$ cat config.mk
export PLATFORM = sky130hd
export DESIGN_NAME = ysyx_22050243_ifu_prefetch
export DESIGN_NICKNAME = d
export VERILOG_FILES = /design/src/rtl/ysyx_22050243_ifu_prefetch_pkg.sv /design/src/rtl/ysyx_22050243_ifu_prefetch_fetch_ring.sv /design/src/rtl/ysyx_22050243_ifu_prefetch.sv
export SDC_FILE = /design/constraint.sdc
export NUM_CORES = 1
export LEC_CHECK = 0
export CORE_MARGIN = 1
export CORE_UTILIZATION = 45
export DETAILED_ROUTE_END_ITERATION = 12
export PLACE_DENSITY = 0.7
export SKIP_CTS_REPAIR_TIMING = 1
export SLEW_MARGIN = 25
export SYNTH_ARGS = -nofsm -noshare
export SYNTH_HDL_FRONTEND = slang
export SYNTH_HIERARCHICAL = 1
export SYNTH_SLANG_ARGS = --single-unit
$ cat constraint.sdc
create_clock -name clk -period 5 [get_ports clk]
set_input_delay 1.5 -clock clk [delete_from_list [all_inputs] [get_ports clk]]
set_output_delay 1.5 -clock clk [all_outputs]
set_load 0.01 [all_outputs]
$ cat src/rtl/ysyx_22050243_ifu_prefetch_pkg.sv
// rtl/ysyx_22050243_ifu_prefetch_pkg.sv - shared constants for the prefetching fetch unit
package ysyx_22050243_ifu_prefetch_pkg;

    localparam int          IFU_XLEN     = 64;
    localparam int          IFU_ILEN     = 32;
    localparam logic [63:0] IFU_RESET_PC = 64'h0000_0000_8000_0000;

    // Bubble inserted by consumers when no fetched instruction is available.
    localparam logic [31:0] INST_NOP     = 32'h0000_0013;

    // Fetch-entry field widths.
    localparam int          FE_PC_W      = IFU_XLEN;
    localparam int          FE_DATA_W    = IFU_ILEN;

endpackage

$ cat src/rtl/ysyx_22050243_ifu_prefetch_fetch_ring.sv
// rtl/ysyx_22050243_ifu_prefetch_fetch_ring.sv - in-order pc/instruction ring with alloc/fill/pop pointers
module ysyx_22050243_fetch_ring
    import ysyx_22050243_ifu_prefetch_pkg::*;
#(
    parameter int XLEN  = FE_PC_W,
    parameter int ILEN  = FE_DATA_W,
    parameter int DEPTH = 4
) (
    input  logic                       clk_i,
    input  logic                       rst_i,
    input  logic                       flush_i,
    input  logic                       alloc_i,
    input  logic [XLEN-1:0]            alloc_pc_i,
    input  logic                       fill_i,
    input  logic [ILEN-1:0]            fill_data_i,
    input  logic                       pop_i,
    output logic                       head_filled_o,
    output logic [XLEN-1:0]            head_pc_o,
    output logic [ILEN-1:0]            head_data_o,
    output logic [$clog2(DEPTH+1)-1:0] alloc_cnt_o,
    output logic [$clog2(DEPTH+1)-1:0] pending_cnt_o
);

    localparam int IW = $clog2(DEPTH);
    localparam int PW = IW + 1;
    localparam int CW = $clog2(DEPTH+1);

    logic [XLEN-1:0]  pc_q   [DEPTH];
    logic [ILEN-1:0]  data_q [DEPTH];
    logic [DEPTH-1:0] filled_q, filled_d;
    logic [PW-1:0]    head_q, fill_q, tail_q;
    logic [IW-1:0]    head_idx, fill_idx, tail_idx;

    assign head_idx = head_q[IW-1:0];
    assign fill_idx = fill_q[IW-1:0];
    assign tail_idx = tail_q[IW-1:0];

    always_comb begin
        filled_d = filled_q;
        if (alloc_i) filled_d[tail_idx] = 1'b0;
        if (fill_i)  filled_d[fill_idx] = 1'b1;
        if (pop_i)   filled_d[head_idx] = 1'b0;
    end

    always_ff @(posedge clk_i) begin
        if (rst_i || flush_i) begin
            head_q   <= '0;
            fill_q   <= '0;
            tail_q   <= '0;
            filled_q <= '0;
        end else begin
            if (alloc_i) tail_q <= tail_q + PW'(1);
            if (fill_i)  fill_q <= fill_q + PW'(1);
            if (pop_i)   head_q <= head_q + PW'(1);
            filled_q <= filled_d;
        end
    end

    // Payload storage needs no reset: only filled bits qualify it.
    always_ff @(posedge clk_i) begin
        if (alloc_i) pc_q[tail_idx]   <= alloc_pc_i;
        if (fill_i)  data_q[fill_idx] <= fill_data_i;
    end

    assign head_filled_o = filled_q[head_idx];
    assign head_pc_o     = pc_q[head_idx];
    assign head_data_o   = data_q[head_idx];
    assign alloc_cnt_o   = CW'(tail_q - head_q);
    assign pending_cnt_o = CW'(tail_q - fill_q);

endmodule

$ cat src/rtl/ysyx_22050243_ifu_prefetch.sv
// rtl/ysyx_22050243_ifu_prefetch.sv - pipelined instruction fetch with response buffering and redirect flush
module ysyx_22050243_ifu_prefetch
    import ysyx_22050243_ifu_prefetch_pkg::*;
#(
    parameter int              XLEN     = IFU_XLEN,
    parameter int              ILEN     = IFU_ILEN,
    parameter int              DEPTH    = 4,
    parameter logic [XLEN-1:0] RESET_PC = XLEN'(IFU_RESET_PC)
) (
    input  logic                       clk,
    input  logic                       rst,
    input  logic                       redirect_valid,
    input  logic [XLEN-1:0]            redirect_pc,
    output logic                       imem_req_valid,
    input  logic                       imem_req_ready,
    output logic [XLEN-1:0]            imem_req_addr,
    input  logic                       imem_resp_valid,
    input  logic [ILEN-1:0]            imem_resp_data,
    output logic                       inst_valid,
    input  logic                       inst_ready,
    output logic [ILEN-1:0]            inst_data,
    output logic [XLEN-1:0]            inst_pc,
    output logic [$clog2(DEPTH+1)-1:0] occupancy
);

    localparam int CW = $clog2(DEPTH+1);

    logic [XLEN-1:0] fetch_pc_q, fetch_pc_d;
    logic [CW-1:0]   drop_cnt_q, drop_cnt_d;
    logic [CW-1:0]   alloc_cnt, pending_cnt;
    logic [CW:0]     inflight, stale_sum;
    logic            req_fire, resp_live, resp_keep, pop, head_filled;

    assign inflight  = {1'b0, pending_cnt} + {1'b0, drop_cnt_q};
    assign stale_sum = {1'b0, pending_cnt} + {1'b0, drop_cnt_q};

    assign imem_req_valid = !rst && !redirect_valid
                         && (alloc_cnt < CW'(DEPTH))
                         && (inflight < (CW+1)'(DEPTH));
    assign imem_req_addr  = rst ? RESET_PC : fetch_pc_q;
    assign req_fire       = imem_req_valid && imem_req_ready;

    assign resp_live = !rst && !redirect_valid && imem_resp_valid;
    assign resp_keep = resp_live && (drop_cnt_q == '0) && (pending_cnt != '0);

    assign inst_valid = head_filled && !redirect_valid && !rst;
    assign pop        = inst_valid && inst_ready;
    assign occupancy  = rst ? '0 : alloc_cnt;

    always_comb begin
        fetch_pc_d = fetch_pc_q;
        drop_cnt_d = drop_cnt_q;
        if (redirect_valid) begin
            fetch_pc_d = redirect_pc & ~XLEN'(3);
            // Everything still owed by memory becomes stale; a response this cycle is already one of them.
            if (imem_resp_valid && stale_sum != '0) drop_cnt_d = CW'(stale_sum - (CW+1)'(1));
            else                                     drop_cnt_d = CW'(stale_sum);
        end else begin
            if (req_fire) fetch_pc_d = fetch_pc_q + XLEN'(4);
            if (resp_live && drop_cnt_q != '0) drop_cnt_d = drop_cnt_q - CW'(1);
        end
    end

    always_ff @(posedge clk) begin
        if (rst) begin
            fetch_pc_q <= RESET_PC;
            drop_cnt_q <= '0;
        end else begin
            fetch_pc_q <= fetch_pc_d;
            drop_cnt_q <= drop_cnt_d;
        end
    end

    always_ff @(posedge clk) begin
        if (!rst && !redirect_valid && imem_resp_valid)
            assert (drop_cnt_q != '0 || pending_cnt != '0);
    end

    ysyx_22050243_fetch_ring #(
        .XLEN  (XLEN),
        .ILEN  (ILEN),
        .DEPTH (DEPTH)
    ) u_ring (
        .clk_i         (clk),
        .rst_i         (rst),
        .flush_i       (redirect_valid),
        .alloc_i       (req_fire),
        .alloc_pc_i    (fetch_pc_q),
        .fill_i        (resp_keep),
        .fill_data_i   (imem_resp_data),
        .pop_i         (pop),
        .head_filled_o (head_filled),
        .head_pc_o     (inst_pc),
        .head_data_o   (inst_data),
        .alloc_cnt_o   (alloc_cnt),
        .pending_cnt_o (pending_cnt)
    );

endmodule

## Word-level counts from Yosys, hierarchy flattened

Memory sizes are Yosys's and may differ from the RTL's. A register that Yosys moved wholly into a read port is not among the register bits.
Index checks and enable logic that the tools add are counted.

- Register bits: 80
- Bits in latches: 0
- Memory bits (writable): 384
- Bits in read-only memories: 0
- Input bits: 102
- Output and inout port bits: 165
- Word-level logic and storage cells: 82
- Memories: 2

Memory list:

| memory | depth | width | read ports | clocked after Yosys merged registers in | write ports | line | RTL |
|---|---|---|---|---|---|---|---|
| u_ring.pc_q | 4 | 64 | 1 | 1 | 1 | ysyx_22050243_ifu_prefetch_fetch_ring.sv:28 | `logic [XLEN-1:0] pc_q [DEPTH];` |
| u_ring.data_q | 4 | 32 | 1 | 1 | 1 | ysyx_22050243_ifu_prefetch_fetch_ring.sv:29 | `logic [ILEN-1:0] data_q [DEPTH];` |

- Add/subtract/negate cells: 9
- Multiply operators: 0
- Div/mod/pow operators: 0
- Order comparisons: 8
- Equality and inequality tests: 0
- Shift operators: 0
- Muxes and demuxes: 26
- Bitwise gates (word level): 5
- Reduce and logical (&&, ||, !) cells: 25

Operators with widths:

| operator | count |
|---|---|
| $mux 64 | 3 |
| $add 64x3->64 const B | 1 |
| $logic_and 1x1->1 | 15 |
| $mux 3 | 4 |
| $mux 4 | 3 |
| $add 3x1->3 const B | 3 |
| $lt 2x3->1 const B | 3 |
| $and 4x4->4 | 2 |
| $mux 1 | 8 |
| $mux 2 | 4 |
| $not 4->4 | 2 |
| $demux 1 s2 | 3 |
| $ge 2x1->1 const B | 3 |
| $reduce_bool 3->1 | 2 |
| $sub 3x1->3 const B | 2 |
| $sub 3x3->3 | 2 |
| $add 3x3->4 | 1 |
| $lt 4x3->1 const B | 1 |
| $or 4x4->4 | 1 |
| $reduce_bool 2->1 | 2 |
| $reduce_bool 4->1 | 1 |
| $logic_not 3->1 | 1 |
| $lt 3x3->1 const B | 1 |
| $bmux 1 s2 | 1 |
| other kinds (3) | 4 |

## Longest topological paths before layout

- Word-level depth: 11
- Depth in mapped cells: 14
- Depth with buffers taken out: 13

## Cells and area by module

The synthesis kept the hierarchy.

Modules (own cells, without submodules):

| module | instances | cells each | area each (um^2) | sequential area each (um^2) |
|---|---|---|---|---|
| ysyx_22050243_fetch_ring | 1 | 596 | 14774.2 | 11831.3 |
| ysyx_22050243_ifu_prefetch | 1 | 593 | 4441.8 | 1301.2 |

## Worst setup path after synthesis

No wires, ideal clock.

- Kind: input to register
- Start: input port redirect_valid
- End: memory u_ring/pc_q[3][0] in the netlist's numbering (enable)
- Library setup time: 0.429 ns
- Arrival: 4.531 ns
- Required time: 4.571 ns
- Setup slack: 0.040 ns
- Cell stages on the path: 7
- Path buffers: 3
- Cells stage by stage: clkbuf_1 > nor4b_1 > nand2_1 > clkinv_1 > buf_1 > clkbuf_1 > and2_1

- Word-level cells in the longest chain between the ends: 7

Ends and longest elaborated chain:

| what | line | RTL |
|---|---|---|
| start: declaration | ysyx_22050243_ifu_prefetch.sv:12 | `input logic redirect_valid,` |
| $logic_not 1->1 | - |  |
| $logic_and 1x1->1 | - |  |
| $logic_and 1x1->1 | ysyx_22050243_ifu_prefetch.sv:38 | `&& (alloc_cnt < CW'(DEPTH))` |
| $logic_and 1x1->1 | ysyx_22050243_ifu_prefetch.sv:39 | `&& (inflight < (CW+1)'(DEPTH));` |
| $logic_and 1x1->1 | ysyx_22050243_ifu_prefetch.sv:41 | `assign req_fire = imem_req_valid && imem_req_ready;` |
| via req_fire | ysyx_22050243_ifu_prefetch.sv:32 | `logic req_fire, resp_live, resp_keep, pop, head_filled;` |
| $mux 1 | ysyx_22050243_ifu_prefetch_fetch_ring.sv:61 | `if (alloc_i) pc_q[tail_idx] <= alloc_pc_i;` |
| $mux 1 (not written as such) | ysyx_22050243_ifu_prefetch_fetch_ring.sv:61 |  |
| end: declaration | ysyx_22050243_ifu_prefetch_fetch_ring.sv:28 |  |

The timed path passes the listed nets, and every way through them passes these cells.

## Worst setup path in the final report

- Start: register u_ring.tail_q[0]
- End: output port imem_req_valid

- Word-level cells in the longest chain between the ends: 4
- Elaborated cells between the ends (all ways): 7
- Classes of those cells: add/sub: 3; order compare: 2; reduce/logical: 2

Ends and longest elaborated chain:

| what | line | RTL |
|---|---|---|
| start: declaration | ysyx_22050243_ifu_prefetch_fetch_ring.sv:31 | `logic [PW-1:0] head_q, fill_q, tail_q;` |
| start signal: assignment | ysyx_22050243_ifu_prefetch_fetch_ring.sv:52 | `if (alloc_i) tail_q <= tail_q + PW'(1);` |
| $sub 3x3->3 | ysyx_22050243_ifu_prefetch_fetch_ring.sv:69 | `assign pending_cnt_o = CW'(tail_q - fill_q);` |
| via pending_cnt[2] | ysyx_22050243_ifu_prefetch.sv:30 | `logic [CW-1:0] alloc_cnt, pending_cnt;` |
| $add 3x3->4 | ysyx_22050243_ifu_prefetch.sv:34 | `assign inflight = {1'b0, pending_cnt} + {1'b0, drop_cnt_q};` |
| $lt 4x3->1 | ysyx_22050243_ifu_prefetch.sv:39 |  |
| $logic_and 1x1->1 | ysyx_22050243_ifu_prefetch.sv:39 |  |
| end: declaration | ysyx_22050243_ifu_prefetch.sv:14 | `output logic imem_req_valid,` |

The timed path passes the listed nets, and every way through them passes these cells.

==> results.cfg <==
[sta]
hold_ws_ns = 0.553
fin_skew_ns = 0.0240
fin_crit_sh_pct = 96.2
slew_violations = 0
post-route-min-period_ns = 4.81
worst_pin_slew_ns = 0.997
slew_headroom_pct = 32.9
hold_viol = 0
finalSetupViolCount = 0
rsz0062_at_grt = no
fmax_mhz = 208

[worst_setup_path]
crit_path_max_incr_delay_ns = 0.38
critical_path_required_ns = 3.50
reg2reg_to = u_ring/pc_q[1][26]
arrival_ns = 3.31
r2r_cells = 10
critical_path.top_delay_family = adder cells
regToRegSetupSlack_ns = 1.22
crit_chain = inv_2 > ha_1 > fa_1 > xnor2_1 > xnor2_1 > ha_1 > nor3_4 > a41oi_4 > nor4_4 > buf_4 > dlymetal6s2s_1
cp_max_fo = 5
start_kind = flip-flop
cp-endpoint = imem_req_valid
critPathLaunch = u_ring/tail_q[0]
worstSetupPathType = reg -> out
worstSetupEndpointType = output port
crit_buf_inv = 3
crit_cells = 11
slowest_stage = fa_1
timing.rr.start = u_ring/tail_q[0]

[placed_design]
place.gp.congestion = 0.850
dp_cells = 1964
hpwl_um = 31300
io_buffers = 262

[cells_and_area]
fin_nets = 1603
drive_above_1_share_pct = 15.6
layoutNonFillerInstCount = 2061
area_growth_pct = 26.0
fin_util_pct = 57.6
fillCellCount = 3282

[grt]
grt_pass1_wl_um = 71900
antenna_found_initial = 5
grt_pass1_vias = 11600
grt_usage_pct = 21.9
grt_max_degree = 69
overflow = 0

[power]
switchingPower_w = 0.00177
peakVddDrop_v = 0.000241
power-per-cell-area_mw_per_mm2 = 346
pwr-share-clk_pct = 42.7
total_leakage_power_nw = 7.88
p_comb_share_pct = 5.5
switching_share_pct = 21.1
power_frac_seq_pct = 51.8
internal-power_w = 0.00661

[clock_network]
clkTransAtPathRegs_ns = 0.06
htree_levels = 2
cts_buffers = 48
tritoncts = done
clk_latency_ns = 0.59
cts_root_buffer = clkbuf_16
clkSinkCount = 464
clk_path_buf_depth = 3

[synthesis]
synth_cells = 1189
yosysWarnings = 6
synth_most_common_cell = edfxtp_1
synth_cell_types = 67
yosys.area.top_type_share_pct = 60.0
synth_common_cells = 384 x edfxtp_1, 97 x mux4_2, 80 x dfxtp_1, 60 x nor2b_1, 57 x nor2_1
yosysSeqAreaShare_pct = 68.3
synth-seq-cells = 464
synth_ff_type = edfxtp_1
synth_edf_count = 384
async_flop_share_pct = 0
synth_area_leader_cell = edfxtp_1
ys_top_cells_by_area = edfxtp_1 60%, mux4_2 11%, dfxtp_1 8.3%
avgSynthCellArea_um2 = 16.2
syn_area_mm2 = 0.0192

[routing]
avgRoutedWirePerCell_um = 23.0
postRouteAntennaNets = 0
drcViolationCount = 0
dr.pass1.iters = 5
vias = 11800
wirelength_um = 47400
initialDrtViolationCount = 874
viasPerCell = 5.70

[outcome]
status = finished, final reports clean

[floorplanning]
die_area_mm2 = 0.0435
pin_count = 267
rows = 75
core_mm2 = 0.0420
initial_core_util_pct = 45.7
die_w_um = 209
die_h_um = 209

[worst_hold_path]
hp-class = reg -> reg

[flow_run]
cap_violations = 0
==> logic make-up (layout without fill, tap and decap cells) <==
group,count (synthesis),count (layout),share of synthesized area [%]
muxes,107,107,11.9
and+or+nand+nor,306,306,8.69
other,1,15,0.0195
xor gates and xnor gates,34,34,1.55
AOI/OAI and AO/OA,160,160,5.48
DFF,464,464,68.3
adders and majority gates,24,24,1.68
buffers and inverters,93,412,2.34
==> through the flow <==
stage | total power [W] | setup slack [ns] | instance area, um^2 | setup TNS [ns]
final | 0.00838 | 0.189 | 24200 | 0
after global routing | 0.00863 | 0.00553 | 24200 | 0
after CTS | 0.00843 | -0.517 | 24100 | -0.517
after detailed placement | 0.00487 | 0.132 | 22500 | 0
after global placement | 0.00486 | 0.108 | 22500 | 0
after floorplan | 0.00460 | 0.0396 | 19200 | 0
==> state kept, by name, indices dropped and copies added (netlist names), named ones only <==
signal,cells
u_ring/tail_q,3
u_ring/filled_q,4
drop_cnt_q,3
u_ring/head_q,3
u_ring/pc_q,256
u_ring/data_q,128
fetch_pc_q,62
u_ring/fill_q,3
==> layout by cell type (no fill, tap or decap), types with 5 or more instances in the layout <==
master and n:
clkbuf_8 9, nor3_1 11, or3_1 7, nor2_1 57, mux2i_1 8, diode_2 5
nand3_1 27, o311ai_0 5, a21oi_1 40, a211oi_1 9, clkbuf_1 16, xnor2_1 26
mux4_2 97, edfxtp_1 384, nand4_1 17, a221oi_1 6, clkinv_1 6, clkdlybuf4s50_1 259
ha_1 21, and4_1 10, a21bo_2 7, nand2_1 49, nor4_1 9, buf_4 29
nor2b_1 60, a32oi_1 6, a31oi_1 28, o21ai_0 27, dfxtp_1 77, and2_1 18
xor2_1 8, and3_1 13, clkbuf_16 48, buf_12 7, inv_1 22, conb_1 10
o22ai_1 9
==> metal layers <==
layer  part of all wire [%]  wire length (um)  global-route usage (%)  vias up
li1                       -                 -                       -     5257
met3                    6.8              3210                    4.22       86
met1                     43             20500                    31.2     5957
met4                    2.7              1270                    7.38        2
met2                     47             22400                    34.0      454
met5                  0.021                10                       0        -
==> worst min path at each step <==
stage,startpoint,to,slack (ns),cells after the start
3_5_place_dp,fetch_pc_q[22],u_ring/pc_q[2][22],0.56,0
4_1_cts,fetch_pc_q[22],u_ring/pc_q[2][22],0.55,0
5_1_grt,fetch_pc_q[22],u_ring/pc_q[2][22],0.57,0
3_3_place_gp,fetch_pc_q[22],u_ring/pc_q[2][22],0.54,0
6_report,u_ring/tail_q[0],u_ring/tail_q[0],0.55,2
2_1_floorplan,fetch_pc_q[12],u_ring/pc_q[0][12],0.50,0
==> worst min-delay path, delay by kind of cell (launching register included) <==
kind / cells / cell delay, ns
xor gates and xnor gates: 1 / 0.08
DFF: 1 / 0.37
and+or+nand+nor: 1 / 0.07
==> final cells by class <==
type	instances	area [um^2]	share of cell area (%)
well taps	539	674	2.78
clock inverters	17	211	0.873
inverters	25	93.8	0.387
multi-input cells	641	5730	23.7
flip-flops and latches	464	13100	54.3
diodes	5	12.5	0.0517
repair buffers	297	2970	12.3
clock buffers	73	1390	5.72
==> power by group through the flow <==
| stage | Sequential, W | Clock [W] | Combinational [W] |
|---|---|---|---|
| after global routing | 0.00435 | 0.00378 | 0.000499 |
| after detailed placement | 0.00442 | 0 | 0.000450 |
| after floorplan | 0.00438 | 0 | 0.000215 |
| after CTS | 0.00434 | 0.00364 | 0.000453 |
| final | 0.00434 | 0.00357 | 0.000462 |
| after global placement | 0.00441 | 0 | 0.000442 |
Note: power is estimated with default switching activity, not from simulation.
